**src/rtl/wb_arbiter.sv**
```systemverilog
// wb_arbiter: round-robin arbiter that lets NUM_MASTERS Wishbone masters share one slave.
// Grants are registered, and a grant is held for as long as the winner keeps cyc high.
// There is one IDLE cycle between any two grants.
// Optional stall watchdog: define WB_ARB_TIMEOUT_EN to build it in.
module wb_arbiter #(
  parameter int unsigned NUM_MASTERS    = 4,
  parameter int unsigned TIMEOUT_CYCLES = 255
) (
  input  logic                        clk,
  input  logic                        rst,

  input  logic [NUM_MASTERS-1:0]      m_cyc_i,
  input  logic [NUM_MASTERS-1:0]      m_stb_i,
  input  logic [NUM_MASTERS-1:0]      m_we_i,
  input  logic [NUM_MASTERS*4-1:0]    m_sel_i,
  input  logic [NUM_MASTERS*32-1:0]   m_adr_i,
  input  logic [NUM_MASTERS*32-1:0]   m_dat_i,
  input  logic [NUM_MASTERS*3-1:0]    m_cti_i,
  input  logic [NUM_MASTERS*2-1:0]    m_bte_i,
  output logic [NUM_MASTERS-1:0]      m_ack_o,
  output logic [NUM_MASTERS-1:0]      m_err_o,
  output logic [NUM_MASTERS-1:0]      m_rty_o,
  output logic [31:0]                 m_dat_o,

  output logic                        s_cyc_o,
  output logic                        s_stb_o,
  output logic                        s_we_o,
  output logic [3:0]                  s_sel_o,
  output logic [31:0]                 s_adr_o,
  output logic [31:0]                 s_dat_o,
  output logic [2:0]                  s_cti_o,
  output logic [1:0]                  s_bte_o,
  input  logic [31:0]                 s_dat_i,
  input  logic                        s_ack_i,
  input  logic                        s_err_i,
  input  logic                        s_rty_i,

  output logic [NUM_MASTERS-1:0]      gnt_o
);

  localparam int unsigned IdxW = (NUM_MASTERS > 1) ? $clog2(NUM_MASTERS) : 1;
  localparam logic [NUM_MASTERS-1:0] OneLsb = NUM_MASTERS'(1);

  typedef enum logic [0:0] {StIdle, StBusy} state_e;

  state_e                 state_q;
  logic [NUM_MASTERS-1:0] gnt_q;
  logic [IdxW-1:0]        cur_idx_q;
  logic [IdxW-1:0]        last_gnt_q;

  logic                   busy;
  logic                   cur_cyc;
  logic                   win_found;
  logic [IdxW-1:0]        win_idx;
  int unsigned            cand;
  logic                   to_hit;

  assign busy    = (state_q == StBusy);
  assign cur_cyc = m_cyc_i[cur_idx_q];
  assign gnt_o   = gnt_q;
  assign m_dat_o = s_dat_i;

  // Round-robin search: start one past the last granted master and wrap around.
  always_comb begin
    win_found = 1'b0;
    win_idx   = '0;
    cand      = 0;
    for (int unsigned i = 1; i <= NUM_MASTERS; i++) begin
      cand = 32'(last_gnt_q) + i;
      if (cand >= NUM_MASTERS) cand = cand - NUM_MASTERS;
      if (!win_found && m_cyc_i[IdxW'(cand)]) begin
        win_found = 1'b1;
        win_idx   = IdxW'(cand);
      end
    end
  end

  // Arbitration FSM; grant and last-grant pointer are registered here.
  always_ff @(posedge clk or negedge rst) begin
    if (!rst) begin
      state_q    <= StIdle;
      gnt_q      <= '0;
      cur_idx_q  <= '0;
      last_gnt_q <= IdxW'(NUM_MASTERS - 1);
    end else begin
      case (state_q)
        StIdle: begin
          if (win_found) begin
            state_q   <= StBusy;
            gnt_q     <= OneLsb << win_idx;
            cur_idx_q <= win_idx;
          end
        end
        StBusy: begin
          // No preemption: only the owner dropping cyc releases the bus.
          if (!cur_cyc) begin
            state_q    <= StIdle;
            gnt_q      <= '0;
            last_gnt_q <= cur_idx_q;
          end
        end
        default: begin
          state_q <= StIdle;
          gnt_q   <= '0;
        end
      endcase
    end
  end

  // Slave-side mux and response routing; everything reads zero outside BUSY.
  always_comb begin
    s_cyc_o = 1'b0;
    s_stb_o = 1'b0;
    s_we_o  = 1'b0;
    s_sel_o = '0;
    s_adr_o = '0;
    s_dat_o = '0;
    s_cti_o = '0;
    s_bte_o = '0;
    m_ack_o = '0;
    m_err_o = '0;
    m_rty_o = '0;
    for (int unsigned i = 0; i < NUM_MASTERS; i++) begin
      if (busy && cur_idx_q == IdxW'(i)) begin
        // A watchdog hit withdraws the cycle from the slave for that one cycle.
        s_cyc_o    = m_cyc_i[i] & ~to_hit;
        s_stb_o    = m_stb_i[i] & ~to_hit;
        s_we_o     = m_we_i[i];
        s_sel_o    = m_sel_i[i*4 +: 4];
        s_adr_o    = m_adr_i[i*32 +: 32];
        s_dat_o    = m_dat_i[i*32 +: 32];
        s_cti_o    = m_cti_i[i*3 +: 3];
        s_bte_o    = m_bte_i[i*2 +: 2];
        m_ack_o[i] = s_ack_i;
        m_err_o[i] = s_err_i | to_hit;
        m_rty_o[i] = s_rty_i;
      end
    end
  end

`ifdef WB_ARB_TIMEOUT_EN
  logic        raw_stb;
  logic        stall;
  logic [15:0] to_cnt_q;
  logic [15:0] to_cnt_d;

  // Stall is judged on the master's own strobe so the forced-low s_stb_o can't feed back.
  assign raw_stb = busy & m_stb_i[cur_idx_q];
  assign stall   = raw_stb & ~(s_ack_i | s_err_i | s_rty_i);
  assign to_hit  = stall & (to_cnt_q == 16'(TIMEOUT_CYCLES - 1));

  // Watchdog next count: count stalled cycles, clear on any response, idle or timeout.
  always_comb begin
    to_cnt_d = '0;
    if (stall && !to_hit) to_cnt_d = to_cnt_q + 16'd1;
  end

  // Watchdog counter register.
  always_ff @(posedge clk or negedge rst) begin
    if (!rst) to_cnt_q <= '0;
    else      to_cnt_q <= to_cnt_d;
  end
`else
  assign to_hit = 1'b0;
`endif

endmodule
```
**config.mk**
```make
export PLATFORM = sky130hd
export DESIGN_NAME = wb_arbiter
export DESIGN_NICKNAME = d
export VERILOG_FILES = /design/src/rtl/wb_arbiter.sv
export SDC_FILE = /design/constraint.sdc
export NUM_CORES = 1
export LEC_CHECK = 0
export CAP_MARGIN = 25
export CELL_PAD_IN_SITES_DETAIL_PLACEMENT = 1
export CELL_PAD_IN_SITES_GLOBAL_PLACEMENT = 1
export CORE_AREA = 2 2 181 183
export CTS_CLUSTER_DIAMETER = 50
export DETAILED_ROUTE_END_ITERATION = 8
export DIE_AREA = 0 0 183 185
export GPL_TIMING_DRIVEN = 0
export PLACE_DENSITY = 0.68
export RECOVER_POWER = 50
export SLEW_MARGIN = 0
export SYNTH_ARGS = -nofsm -noshare
export SYNTH_HDL_FRONTEND = slang
export SYNTH_SLANG_ARGS = --single-unit
```
**constraint.sdc**
```tcl
create_clock -name clk -period 2.38 [get_ports clk]
set_clock_uncertainty 0.15 [all_clocks]
set_input_delay 0.476 -clock clk [delete_from_list [all_inputs] [get_ports clk]]
set_output_delay 0.476 -clock clk [all_outputs]
set_load 0.01 [all_outputs]
```
---- After elaboration in Yosys (flattened, before gate mapping) ----
Cells that the tools add are included.
storage, ports and cells
  bits in registers ....................... 9
operators by class
  add/subtract/negate cells ............... 8
  order comparisons ....................... 9
  equal/unequal tests ..................... 5
  shift-type cells ........................ 1
  mux-type cells .......................... 72
  bitwise operators ....................... 2
  reductions and logical operators ........ 14
operator list
  operator             number
  $mux 32              8
  $mux 1               35
  $mux 2               12
  $mux 4               6
  $lt 2x3->1 const B   5
  $mux 3               4
  $bmux 1 s2           5
  $ge 3x3->1 const B   3
  $pmux 4 s2           1
  $sub 2x1->2 const B  4
  $logic_and 1x1->1    7
  $add 2x2->3 const B  2
  $reduce_and 2->1     3
  $add 2x3->4 const B  1
  $eq 2x2->1 const B   2
  $ge 4x3->1 const B   1
  $ne 2x2->1 const B   2
  $shl 1x2->4 const A  1
  $add 2x1->3 const B  1
  $logic_not 1->1      3
  $eq 2x1->1 const B   1
  $logic_not 2->1      1
  $not 1->1            2
  $pmux 1 s2           1

---- Depth between registers and ports, before layout ----
  depth after elaboration ................. 18
  gate-level depth with buffers ........... 4
  gate-level depth less buffers ........... 4

---- Worst setup path before layout ----
OpenSTA, ideal clock, no wires.
  path kind ............................... reg-to-output
  start ................................... register cur_idx_q[0]
  end ..................................... output s_adr_o[0]
  arrival ................................. 1483 ps
  data required time ...................... 1754 ps
  path slack .............................. 271 ps
  stages on the path, launching flop included .. 5
  path buffers ............................ 2
  cell sequence ........................... dfrtp_1 > buf_2 > buf_4 > mux4_2 > and2_1
between the ends
  longest elaborated chain between the ends .. 6
RTL lines
  item                      line  RTL
  start: declaration        48    logic [IdxW-1:0] cur_idx_q;
  start signal: assignment  91    cur_idx_q <= win_idx;
  $logic_not 2->1           124   if (busy && cur_idx_q == IdxW'(i)) begin
  $logic_and 1x1->1         124
  $mux 32 (3 in series)     124
  $mux 32 *                 124
  end: declaration          29    output logic [31:0] s_adr_o,
Mark *: on every way between the ends. The rest lies on a longest branch, timed or not.

---- Final worst setup path ----
  start ................................... register cur_idx_q[0]
  end ..................................... output s_dat_o[27]
between the ends
  longest elaborated chain between the ends .. 6
RTL lines
  item                   line  RTL
  $logic_not 2->1        124
  $logic_and 1x1->1      124
  $mux 32 (3 in series)  124
  $mux 32 *              124
  end: declaration       30    output logic [31:0] s_dat_o,
Marked as above.

==> flow_summary.yaml <==
status:
  outcome: "finished, violations left"
  violations: "setup timing"
clock_tree:
  cts_buffer_depth: 2
  path_clk_slew_ns: 0.04
  insertion_delay_ns: 0.23
  cts_tree: "built"
  ctsHtreeMaxLevel: 1
  clockRootBuffer: "clkbuf_16"
  cts_buffers: 3
  clock-sinks: 9
critical_path:
  crit_top_cell: "buf_6"
  worstSetupStartpointType: "flip-flop"
  max_stage_delay_ns: 0.42
  cp_slowest_cell: "dfrtp_2"
  crit_fanout: 6
  r2r-start: "cur_idx_q[0]"
  end_kind: "output pin"
  crit_chain: "buf_12, buf_12, buf_6, buf_6, mux4_2, and2_4, buf_6"
  worstPathArrival_ns: 1.89
  startpoint: "cur_idx_q[0]"
  crit_family: "buffers and inverters"
  required_ns: 1.75
  path_class: "flip-flop to output pin"
  path_buf_inv: 5
floorplanning:
  row_count: 66
  initial_utilization: 0.09782
  core_um2: 32040
  die-width_um: 183
  die_h_um: 185
  pin_count: 465
  die_area_um2: 33860
placed_design:
  placed_area_um2: 7969
  dp_slack_ns: -0.9504
  portBuffers: 432
  detailed_place_hpwl_um: 18840
  dp.cells: 1117
  gp_congestion: 0.7577
layout:
  multiInputGateArea_um2: 2668
  nNetsFinal: 1092
  syn_to_final_growth_pct: 183.6
  stdcell_count: 1158
  final_util: 0.2775
  n_antenna_cell: 0
  nFillCells: 3616
  seq_area_um2: 231.5
  design_area_um2: 8890
  layout-drive-gt1-share: 0.4307
min_path:
  hold_path.class: "flip-flop to flip-flop"
  min_from: "gnt_o[0]"
routing:
  antenna_left: 0
  avgRoutedWirePerCell_um: 19.55
  num_vias: 4367
  firstDrtPassIters: 5
  totalWireLength_um: 22640
  drtIter0Drc: 90
  routed_via_density: 3.771
  drc_errors: 0
power_and_ir_drop:
  cellLeakagePower_nw: 3.612
  p_per_area_nw_per_um2: 982.7
  finalPower_mw: 8.736
  vdd_ir_drop_max_v: 0.0003186
global_route:
  antenna_found_initial: 0
  grt_pass1_vias: 4875
  grt_max_degree: 11
  grtUsageTotal: 0.1232
  grt_pass1_wl_um: 31130
  grt-ovfl-total: 0
timing:
  fin_crit_sh: 1.057
  finalCriticalPeriod_ns: 2.516
  max_freq_mhz: 397.5
  slew_headroom: 0.5778
  worst_slack_ns: -0.1358
  drv_slew: 0
  fin_tns_setup_ns: -3.797
  hold_viol: 0
  rsz0062_at_grt: "true"
  worst_pin_slew_ns: 0.6281
  setup_viol: 68
  whs_ns: 0.3854
synthesis:
  synth.net_count: 618
  syn_inst: 277
  synth_seq_cells: 9
  yosys_warnings: 0
  syn_avg_cell_area_um2: 11.32
  ys_types: 30
  yosysSeqAreaShare: 0.07265
  synthesis.area_um2: 3134
job:
  maxCapViolCount: 0
synthesized netlist by cell type:
cell | n | share of area
mux2_4 | 2 | 0.0096
nand3b_1 | 2 | 0.0048
or2_2 | 1 | 0.0020
a21oi_1 | 1 | 0.0016
o221ai_1 | 1 | 0.0028
nor4_2 | 1 | 0.0040
buf_4 | 39 | 0.093
nand3_1 | 2 | 0.0032
a31oi_1 | 4 | 0.0080
inv_1 | 3 | 0.0036
nor3_1 | 3 | 0.0048
nand2b_1 | 2 | 0.0040
dfrtp_1 | 7 | 0.056
buf_2 | 8 | 0.013
and3_1 | 3 | 0.0060
a21boi_0 | 1 | 0.0024
dfstp_2 | 2 | 0.017
clkbuf_1 | 12 | 0.014
nor2_1 | 12 | 0.014
nand2_1 | 8 | 0.0096
o211ai_1 | 2 | 0.0048
a22oi_1 | 1 | 0.0024
o31ai_1 | 2 | 0.0048
o21ai_0 | 2 | 0.0032
nor2b_1 | 1 | 0.0020
mux2i_1 | 1 | 0.0032
mux4_2 | 76 | 0.55
nand2b_4 | 1 | 0.0044
and2_1 | 76 | 0.15
o221a_2 | 1 | 0.0036
cell families after synthesis:
logic type / share of synthesized area
flops: 0.07266
compound gates: 0.03353
buf+inv: 0.1242
mux: 0.5589
simple gates: 0.2108
power by group:
part / switching [mW] / leakage (nW) / total, mW / internal (mW)
Sequential: 0.0904 / 0.106 / 0.337 / 0.246
Clock: 0.0692 / 0.0382 / 0.293 / 0.224
Combinational: 3.07 / 3.47 / 8.11 / 5.04
what timing repair did:
item | 4_1_cts | 5_1_grt
gates resized for setup | 480 | 76
pin swaps | 39 | 1
setup buffers | 30 | 8
cloned | 6 | 0
setup endpoints to repair | 88 | 76
hold buffers | 0 | 0
final timing paths:
kind / to / slack, ns / cells past startpoint
max: s_dat_o[27] / -0.14 / 7
min: gnt_o[0] / 0.39 / 2
max reg2reg: gnt_o[1] / 0.26 / 9
min reg2reg: gnt_o[0] / 0.39 / 2
max in group asynchronous: last_gnt_q[1] / 1.28 / 1
min in group asynchronous: gnt_o[2] / 0.47 / 1
metal layers:
| layer | vias up | GRT usage | share of wire |
|---|---|---|---|
| met5 | - | 0 | 0 |
| met4 | 0 | 0.01120 | 0.0078 |
| met3 | 8 | 0.02320 | 0.069 |
| met2 | 222 | 0.2324 | 0.53 |
| met1 | 2145 | 0.1497 | 0.40 |
| li1 | 1992 | - | - |
layout by cell type (no fill, tap or decap), types with 3 or more instances in the layout:
master	count
a31oi_1	4
and2_1	16
and2_4	60
and3_1	3
buf_12	14
buf_16	4
buf_2	18
buf_4	45
buf_6	76
buf_8	3
clkbuf_16	5
clkbuf_2	7
clkdlybuf4s50_1	312
dfrtp_1	4
dfrtp_2	3
dlygate4sd2_1	13
dlygate4sd3_1	27
inv_1	3
mux4_2	76
nand2_1	8
nor2_1	12
nor3_1	3
worst register-to-register path: stages, from the launching register on:
cell and delay, ns:
dfrtp_2 0.42, buf_6 0.13, buf_6 0.11, buf_4 0.13, mux4_2 0.32, buf_4 0.15, buf_4 0.14, and3_1 0.17
a31oi_1 0.16, o31ai_1 0.10
registers in the layout, indices dropped and copies added (netlist names):
name	count
busy	1
cur_idx_q	2
gnt_o	4
last_gnt_q	2
area by class of cell:
type                            instances  share of cell area
Buffer                                 59             0.06573
Clock buffer                            4            0.008867
Inverter                                3            0.001267
Multi-Input combinational cell        206              0.3001
Sequential cell                         9             0.02604
Tap cell                              408             0.05742
Timing Repair Buffer                  469              0.5406
(Power assumes the default switching activity.)
